<file path="config.mk">
export PLATFORM = sky130hd
export DESIGN_NAME = pseudo_spi_rx
export DESIGN_NICKNAME = d
export VERILOG_FILES = /design/src/rtl/pseudo_spi_rx.sv
export SDC_FILE = /design/constraint.sdc
export NUM_CORES = 1
export LEC_CHECK = 0
export CORE_MARGIN = 5
export CORE_UTILIZATION = 40
export DETAILED_ROUTE_END_ITERATION = 16
export PLACE_DENSITY = 0.63
export SYNTH_ARGS = -nofsm -noshare
export SYNTH_HDL_FRONTEND = slang
export SYNTH_SLANG_ARGS = --single-unit
</file>
<file path="constraint.sdc">
create_clock -name CLK -period 2.2 [get_ports CLK]
set_clock_uncertainty 0.05 [all_clocks]
set_input_delay 0.66 -clock CLK [delete_from_list [all_inputs] [get_ports CLK]]
set_output_delay 0.66 -clock CLK [all_outputs]
set_load 0.1 [all_outputs]
</file>
<file path="src/rtl/pseudo_spi_rx.sv">
// Serial-to-parallel loader: rebuilds MSB-first bytes from the two-phase
// SCLK1/SCLK2/LAT/SO stream and writes them into an 8x512 SRAM.
module pseudo_spi_rx #(
    parameter int MEMORY_DATA_WIDTH = 8,
    parameter int MEMORY_ADDR_WIDTH = 9,
    parameter int RESERVED_DATA_LEN = 8,
    parameter int SYNC_STAGES       = 2
) (
    input  logic                         CLK,
    input  logic                         rst_n,
    input  logic                         BGN,
    input  logic [MEMORY_ADDR_WIDTH-1:0] ADDR_BGN,
    input  logic [RESERVED_DATA_LEN-1:0] DATA_LEN,
    input  logic                         SCLK1,
    input  logic                         SCLK2,
    input  logic                         LAT,
    input  logic                         SPI_SI,
    output logic [MEMORY_ADDR_WIDTH-1:0] A,
    output logic [MEMORY_DATA_WIDTH-1:0] D,
    output logic                         D_WE,
    output logic                         CEN,
    output logic                         spi_is_done,
    output logic                         ERR,
    output logic [1:0]                   dbg_state
);

    localparam int DW  = MEMORY_DATA_WIDTH;
    localparam int AW  = MEMORY_ADDR_WIDTH;
    localparam int LW  = RESERVED_DATA_LEN;
    localparam int BCW = (DW > 1) ? $clog2(DW) : 1;
    localparam logic [BCW-1:0] LAST_BIT = BCW'(DW - 1);

    typedef enum logic [1:0] {
        IDLE  = 2'd0,
        RECV  = 2'd1,
        WRITE = 2'd2,
        DONE  = 2'd3
    } state_t;

    state_t state, state_next;

    logic [SYNC_STAGES-1:0] sclk1_sync, sclk2_sync, lat_sync, si_sync;
    logic                   sclk1_prev, sclk2_prev, lat_prev;
    logic                   sclk1_rise, sclk2_rise, lat_rise, si_bit;

    logic [AW-1:0]  addr_cnt, last_a;
    logic [LW-1:0]  byte_cnt;
    logic [BCW-1:0] bit_cnt;
    logic [DW-1:0]  shreg, last_d;
    logic           err_q;
    logic           sclk1_seen, sclk2_seen;

    logic start, active, lat_hit, shift_en, byte_full;

    // Oldest synchronizer stage sits in the MSB; the extra *_prev flop gives edge detect.
    always_ff @(posedge CLK or negedge rst_n) begin
        if (!rst_n) begin
            sclk1_sync <= '0;
            sclk2_sync <= '0;
            lat_sync   <= '0;
            si_sync    <= '0;
            sclk1_prev <= 1'b0;
            sclk2_prev <= 1'b0;
            lat_prev   <= 1'b0;
        end else begin
            sclk1_sync <= SYNC_STAGES'({sclk1_sync, SCLK1});
            sclk2_sync <= SYNC_STAGES'({sclk2_sync, SCLK2});
            lat_sync   <= SYNC_STAGES'({lat_sync, LAT});
            si_sync    <= SYNC_STAGES'({si_sync, SPI_SI});
            sclk1_prev <= sclk1_sync[SYNC_STAGES-1];
            sclk2_prev <= sclk2_sync[SYNC_STAGES-1];
            lat_prev   <= lat_sync[SYNC_STAGES-1];
        end
    end

    assign sclk1_rise = sclk1_sync[SYNC_STAGES-1] & ~sclk1_prev;
    assign sclk2_rise = sclk2_sync[SYNC_STAGES-1] & ~sclk2_prev;
    assign lat_rise   = lat_sync[SYNC_STAGES-1] & ~lat_prev;
    assign si_bit     = si_sync[SYNC_STAGES-1];

    assign start     = (state == IDLE) && BGN;
    assign active    = (state == RECV) || (state == WRITE);
    // A frame latch mid-byte wins over a coincident data edge: the byte is restarted.
    assign lat_hit   = (state == RECV) && lat_rise && (bit_cnt != '0);
    assign shift_en  = (state == RECV) && sclk2_rise && !lat_hit;
    assign byte_full = shift_en && (bit_cnt == LAST_BIT);

    always_ff @(posedge CLK or negedge rst_n) begin
        if (!rst_n) begin
            state <= IDLE;
        end else begin
            state <= state_next;
        end
    end

    always_comb begin
        state_next  = state;
        D_WE        = 1'b0;
        CEN         = 1'b1;
        A           = last_a;
        D           = last_d;
        spi_is_done = 1'b0;
        unique case (state)
            IDLE: begin
                if (BGN) state_next = RECV;
            end
            RECV: begin
                if (!BGN)           state_next = IDLE;
                else if (byte_full) state_next = WRITE;
            end
            WRITE: begin
                D_WE = 1'b1;
                CEN  = 1'b0;
                A    = addr_cnt;
                D    = shreg;
                if (!BGN)                state_next = IDLE;
                else if (byte_cnt == '0) state_next = DONE;
                else                     state_next = RECV;
            end
            DONE: begin
                spi_is_done = 1'b1;
                if (!BGN) state_next = IDLE;
            end
            default: state_next = IDLE;
        endcase
    end

    always_ff @(posedge CLK or negedge rst_n) begin
        if (!rst_n) begin
            addr_cnt   <= '0;
            byte_cnt   <= '0;
            bit_cnt    <= '0;
            shreg      <= '0;
            last_a     <= '0;
            last_d     <= '0;
            err_q      <= 1'b0;
            sclk1_seen <= 1'b0;
            sclk2_seen <= 1'b0;
        end else if (start) begin
            addr_cnt   <= ADDR_BGN;
            byte_cnt   <= DATA_LEN;
            bit_cnt    <= '0;
            err_q      <= 1'b0;
            sclk1_seen <= 1'b0;
            sclk2_seen <= 1'b0;
        end else if (active) begin
            // Two SCLK2 edges without an SCLK1 edge between them is a protocol error.
            if (sclk2_rise) begin
                if (sclk2_seen && !sclk1_seen && !sclk1_rise) err_q <= 1'b1;
                sclk2_seen <= 1'b1;
                sclk1_seen <= 1'b0;
            end else if (sclk1_rise) begin
                sclk1_seen <= 1'b1;
            end

            if (lat_hit) begin
                err_q   <= 1'b1;
                bit_cnt <= '0;
            end else if (shift_en) begin
                shreg   <= {shreg[DW-2:0], si_bit};
                bit_cnt <= byte_full ? '0 : bit_cnt + 1'b1;
            end

            if (state == WRITE) begin
                last_a <= addr_cnt;
                last_d <= shreg;
                if (BGN && (byte_cnt != '0)) begin
                    byte_cnt <= byte_cnt - 1'b1;
                    addr_cnt <= addr_cnt + 1'b1;
                end
            end
        end
    end

    assign ERR       = err_q;
    assign dbg_state = state;

endmodule

</file>
# --- Yosys cells after proc, flatten, opt, wreduce, memory -nomap -nowiden ---
# Cells that the tools add are included.
op_classes:
  add_sub_neg: 3
  eq_ne: 7
  mux: 37
  n_bitwise: 8
  reduce_logical: 33
ops:
  columns: ["cell", "n"]
  rows:
  - ["$mux W9", 5]
  - ["$mux W8", 5]
  - ["$mux W1", 15]
  - ["$mux W3", 5]
  - ["$reduce_bool A3 Y1", 5]
  - ["$mux W2", 6]
  - ["$add A9 B1 Y9 const B", 1]
  - ["$logic_and A1 B1 Y1", 9]
  - ["$reduce_and A3 Y1", 3]
  - ["$logic_not A8 Y1", 1]
  - ["$pmux W2 S4", 1]
  - ["$reduce_and A2 Y1", 4]
  - ["$reduce_bool A2 Y1", 4]
  - ["$reduce_bool A8 Y1", 1]
  - ["$sub A8 B1 Y8 const B", 1]
  - ["$not A1 Y1", 5]
  - ["$eq A2 B2 Y1 const B", 2]
  - ["$ne A2 B2 Y1 const B", 2]
  - ["$reduce_and A4 Y1", 1]
  - ["$add A3 B1 Y3 const B", 1]
  - ["$and A1 B1 Y1", 3]
  - ["$eq A3 B3 Y1 const B", 1]
  - ["$logic_not A1 Y1", 3]
  - ["$ne A3 B3 Y1 const B", 1]
  - ["other kinds (3)", 3]
totals:
  regBits: 61
  in_bits: 24
  output_inout_bits: 23
  wordCells: 105

# --- Depth between registers and ports, before layout ---
depth:
  word_depth: 12
  mapped_depth: 8
  ltp_nobuf: 6

# --- Least setup slack after synthesis ---
# Ideal clock, no wire load.
synth_path:
  path_kind: "register to output"
  from: "register state[1] (netlist: dbg_state[1])"
  to: "output port A[0]"
  arrival_ns: 2.967
  setup_slack_ns: -1.477
  stages_incl_launch_ff: 4
  n_path_buf: 1
  cell_sequence: "dfrtp_1 ha_1 buf_1 mux2_2"
synth_between:
  elab_chain_cells: 2
synth_rtl:
  columns: ["element", "line_no", "rtl"]
  rows:
  - ["start: declaration", "40", "state_t state, state_next;"]
  - ["start signal: assignment", "92", "state <= state_next;"]
  - ["$eq A2 B2 Y1", "103", "unique case (state)"]
  - ["$mux W9", null, null]
  - ["end: declaration", "18", "output logic [MEMORY_ADDR_WIDTH-1:0] A,"]
# No other way between the ends.

# --- Worst setup path after layout ---
layout_path:
  from: "register state[0] (netlist: dbg_state[0])"
  to: "output port A[7]"
# The elaborated chain is that of the path after synthesis.

==> results.toml <==
[finish]
syn_to_final_growth_pct = 46.0
diodes = 0
fin_nets = 366
finish.utilization_pct = 60.8
drive_gt1_share_pct = 40.9
fin_cells = 436
fillers = 599

[synthesis]
netlist_instances = 257
synth.avg_cell_area_sq_um = 11.9
synth.most_common_cell = "dfrtp_1"
yosysWarnings = 0
synth.largest_area_cell = "dfrtp_1"
ys_types = 42
netlist.area_leader.share_pct = 50.0
ys_seq_area_share_pct = 50.0
yosys_most_used_dff = "dfrtp_1"
synth_area_sq_mm = 0.00305
synthesis.nets = 291
synth-edff-count = 0
async_flop_share_pct = 100
ys_seq_elements = 61
ys_top_cells_by_count = "dfrtp_1, mux2_2, nand2_1, o21ai_0, xnor2_1"
synthTopCellsByArea = "dfrtp_1, mux2_2, ha_1, xnor2_1, a2111oi_2"

[floorplan]
io_pins = 47
die_h_microns = 97.4
fp-row-count = 31
coreArea_sq_mm = 0.00733
dieArea_sq_mm = 0.00948
die_w_microns = 97.4
initial_utilization_pct = 41.6

[timing]
clock.fmax_mhz = 411
worst_slack_ns = -0.230
holdWs_ns = 0.201
setup_viol = 19
fin_crit_ns = 2.43
slew_headroom_pct = 66.9
finalCritPeriodShare_pct = 110
worstMarginPinSlew_ns = 0.495
rsz0062_at_grt = "true"
hold_viol = 0
slew_viol_final = 0

[placement]
portBuffers = 46
gp_congestion = 0.788
dp_hpwl_mm = 4.76
dp.cells = 413

[worst_setup_path]
path_max_fanout = 10
crit_type = "register to primary output"
r2r_slack_ns = 0.16
end_kind = "primary output"
startpoint_type = "register"
critPathRequiredTime_ns = 1.49
arrival_ns = 1.72

[flow_run]
drv_cap = 0

[cts]
root_buffer = "clkbuf_8"
clkTransAtPathRegs_ns = 0.07
cts_buffer_depth = 2
clk_latency_ns = 0.34
numCtsBuffers = 9
cts_sinks = 61
htreeDepth = 3
cts_tree = "done"
postCtsHoldBufs = 0

[detailed_routing]
route.detailed.drc = 0
wire_per_inst_microns = 14.8
dr.pass1.iters = 4
vias = 2192
via_per_inst = 5.03
wirelength_mm = 6.47
ant_nets = 0
drtIter0Drc = 35

[grt]
grt_start_max_net_pins = 23
grt_antenna_before_repair = 0
grt_pass1_vias = 2308
grt_use_total_pct = 14.5
grt-ovfl-total = 0
grt_pass1_wl_mm = 11.1

[power]
p_total_mw = 6.99
irDropWorstVdd_mv = 1.17
p_leak_nw = 1.91
powerDensity_mw_per_mm2 = 1570

[run_status]
outcome = "finished, violations left"
violations = "negative setup slack"

[min_path]
hold_class = "input pin to asynchronous set/reset pin"
## registers in the layout, indices dropped and copies added (netlist names)
register,cells
dbg_state,2
sclk2_sync,2
shreg,8
sclk2_seen,1
sclk1_sync,2
bit_cnt,3
ERR,1
sclk1_seen,1
byte_cnt,8
lat_prev,1
last_a,9
lat_sync,2
addr_cnt,9
last_d,8
sclk1_prev,1
sclk2_prev,1
si_sync,2
## cell usage in the layout (no fill, tap or decap), types with 3 or more instances in the layout
cell / count
a2111oi_4: 3
a211oi_1: 5
a21oi_1: 7
and2_1: 5
and3b_1: 3
buf_12: 26
buf_4: 26
clkbuf_8: 9
clkdlybuf4s50_1: 22
dfrtp_1: 59
ha_1: 6
inv_1: 8
inv_6: 3
mux2_2: 20
mux2_4: 23
mux2i_1: 5
nand2_1: 20
nand3_1: 4
nor2_1: 7
o21ai_0: 15
xnor2_1: 12
## worst max-delay path, cell delays in order (launching register included)
cell and delay [ns]:
dfrtp_4 0.49, inv_4 0.07, ha_4 0.17, buf_12 0.15
mux2_4 0.33, buf_12 0.17
## logic make-up (layout without fill, tap and decap cells)
kind of cell	count (synthesis)	count (layout)	share of synthesized area (%)
flip-flops	61	61	50.0
AND/OR/NAND/NOR	59	59	11.3
multiplexers	48	48	17.5
AO/OA/AOI/OAI	43	43	10.0
buffers and inverters	24	104	3.65
XOR/XNOR	12	12	3.44
adder cells (fa/ha/maj)	10	10	4.10
## path summary, 6_finish.rpt
check / startpoint / to / cells past startpoint
min: rst_n / addr_cnt[6] / 1
min in group CLK: sclk2_sync[0] / sclk2_sync[1] / 0
min reg2reg: sclk2_sync[0] / sclk2_sync[1] / 0
max: dbg_state[0] / A[7] / 5
max reg2reg: dbg_state[1] / shreg[6] / 8
max in group asynchronous: rst_n / sclk2_seen / 2
## through the flow
stage / cell area [sq um] / setup TNS (ns) / setup slack (ns)
floorplan: 3190 / -5.49 / -0.272
global placement: 4130 / -0.461 / -0.104
detailed placement: 4130 / -0.852 / -0.137
CTS: 4390 / -4.14 / -0.250
global route: 4460 / -4.86 / -0.282
finish: 4460 / -3.85 / -0.230
## report_power, final
group	switching (mW)	internal, mW	leakage (nW)
Combinational	2.35	1.81	1.04
Sequential	0.319	1.48	0.771
Clock	0.486	0.540	0.103
Total	3.16	3.83	1.91
## layout make-up
cell class	instances	area, sq um	share of cell area (%)
clock inverters	7	80.1	1.80
well taps	99	124	2.78
inverters	11	47.5	1.07
repair buffers	77	963	21.6
multi-input cells	172	1590	35.6
flip-flops and latches	61	1530	34.4
clock buffers	9	124	2.78
## routing by layer
metal / wire [microns] / GRT usage, % / vias to the layer above
met5: 0 / 0 / -
met4: 80 / 4.79 / 0
met3: 266 / 5.17 / 8
met2: 3200 / 23.0 / 42
met1: 2920 / 18.3 / 1075
li1: - / - / 1067
## repair_timing
action                                 4_1_cts  5_1_grt
setup endpoints to repair                   18       38
gates resized for setup                      2       10
pin swaps                                    0        1
endpoints found under the hold margin        0        0
setup buffers                                6        1
Note: power is estimated with default switching activity, not from simulation.
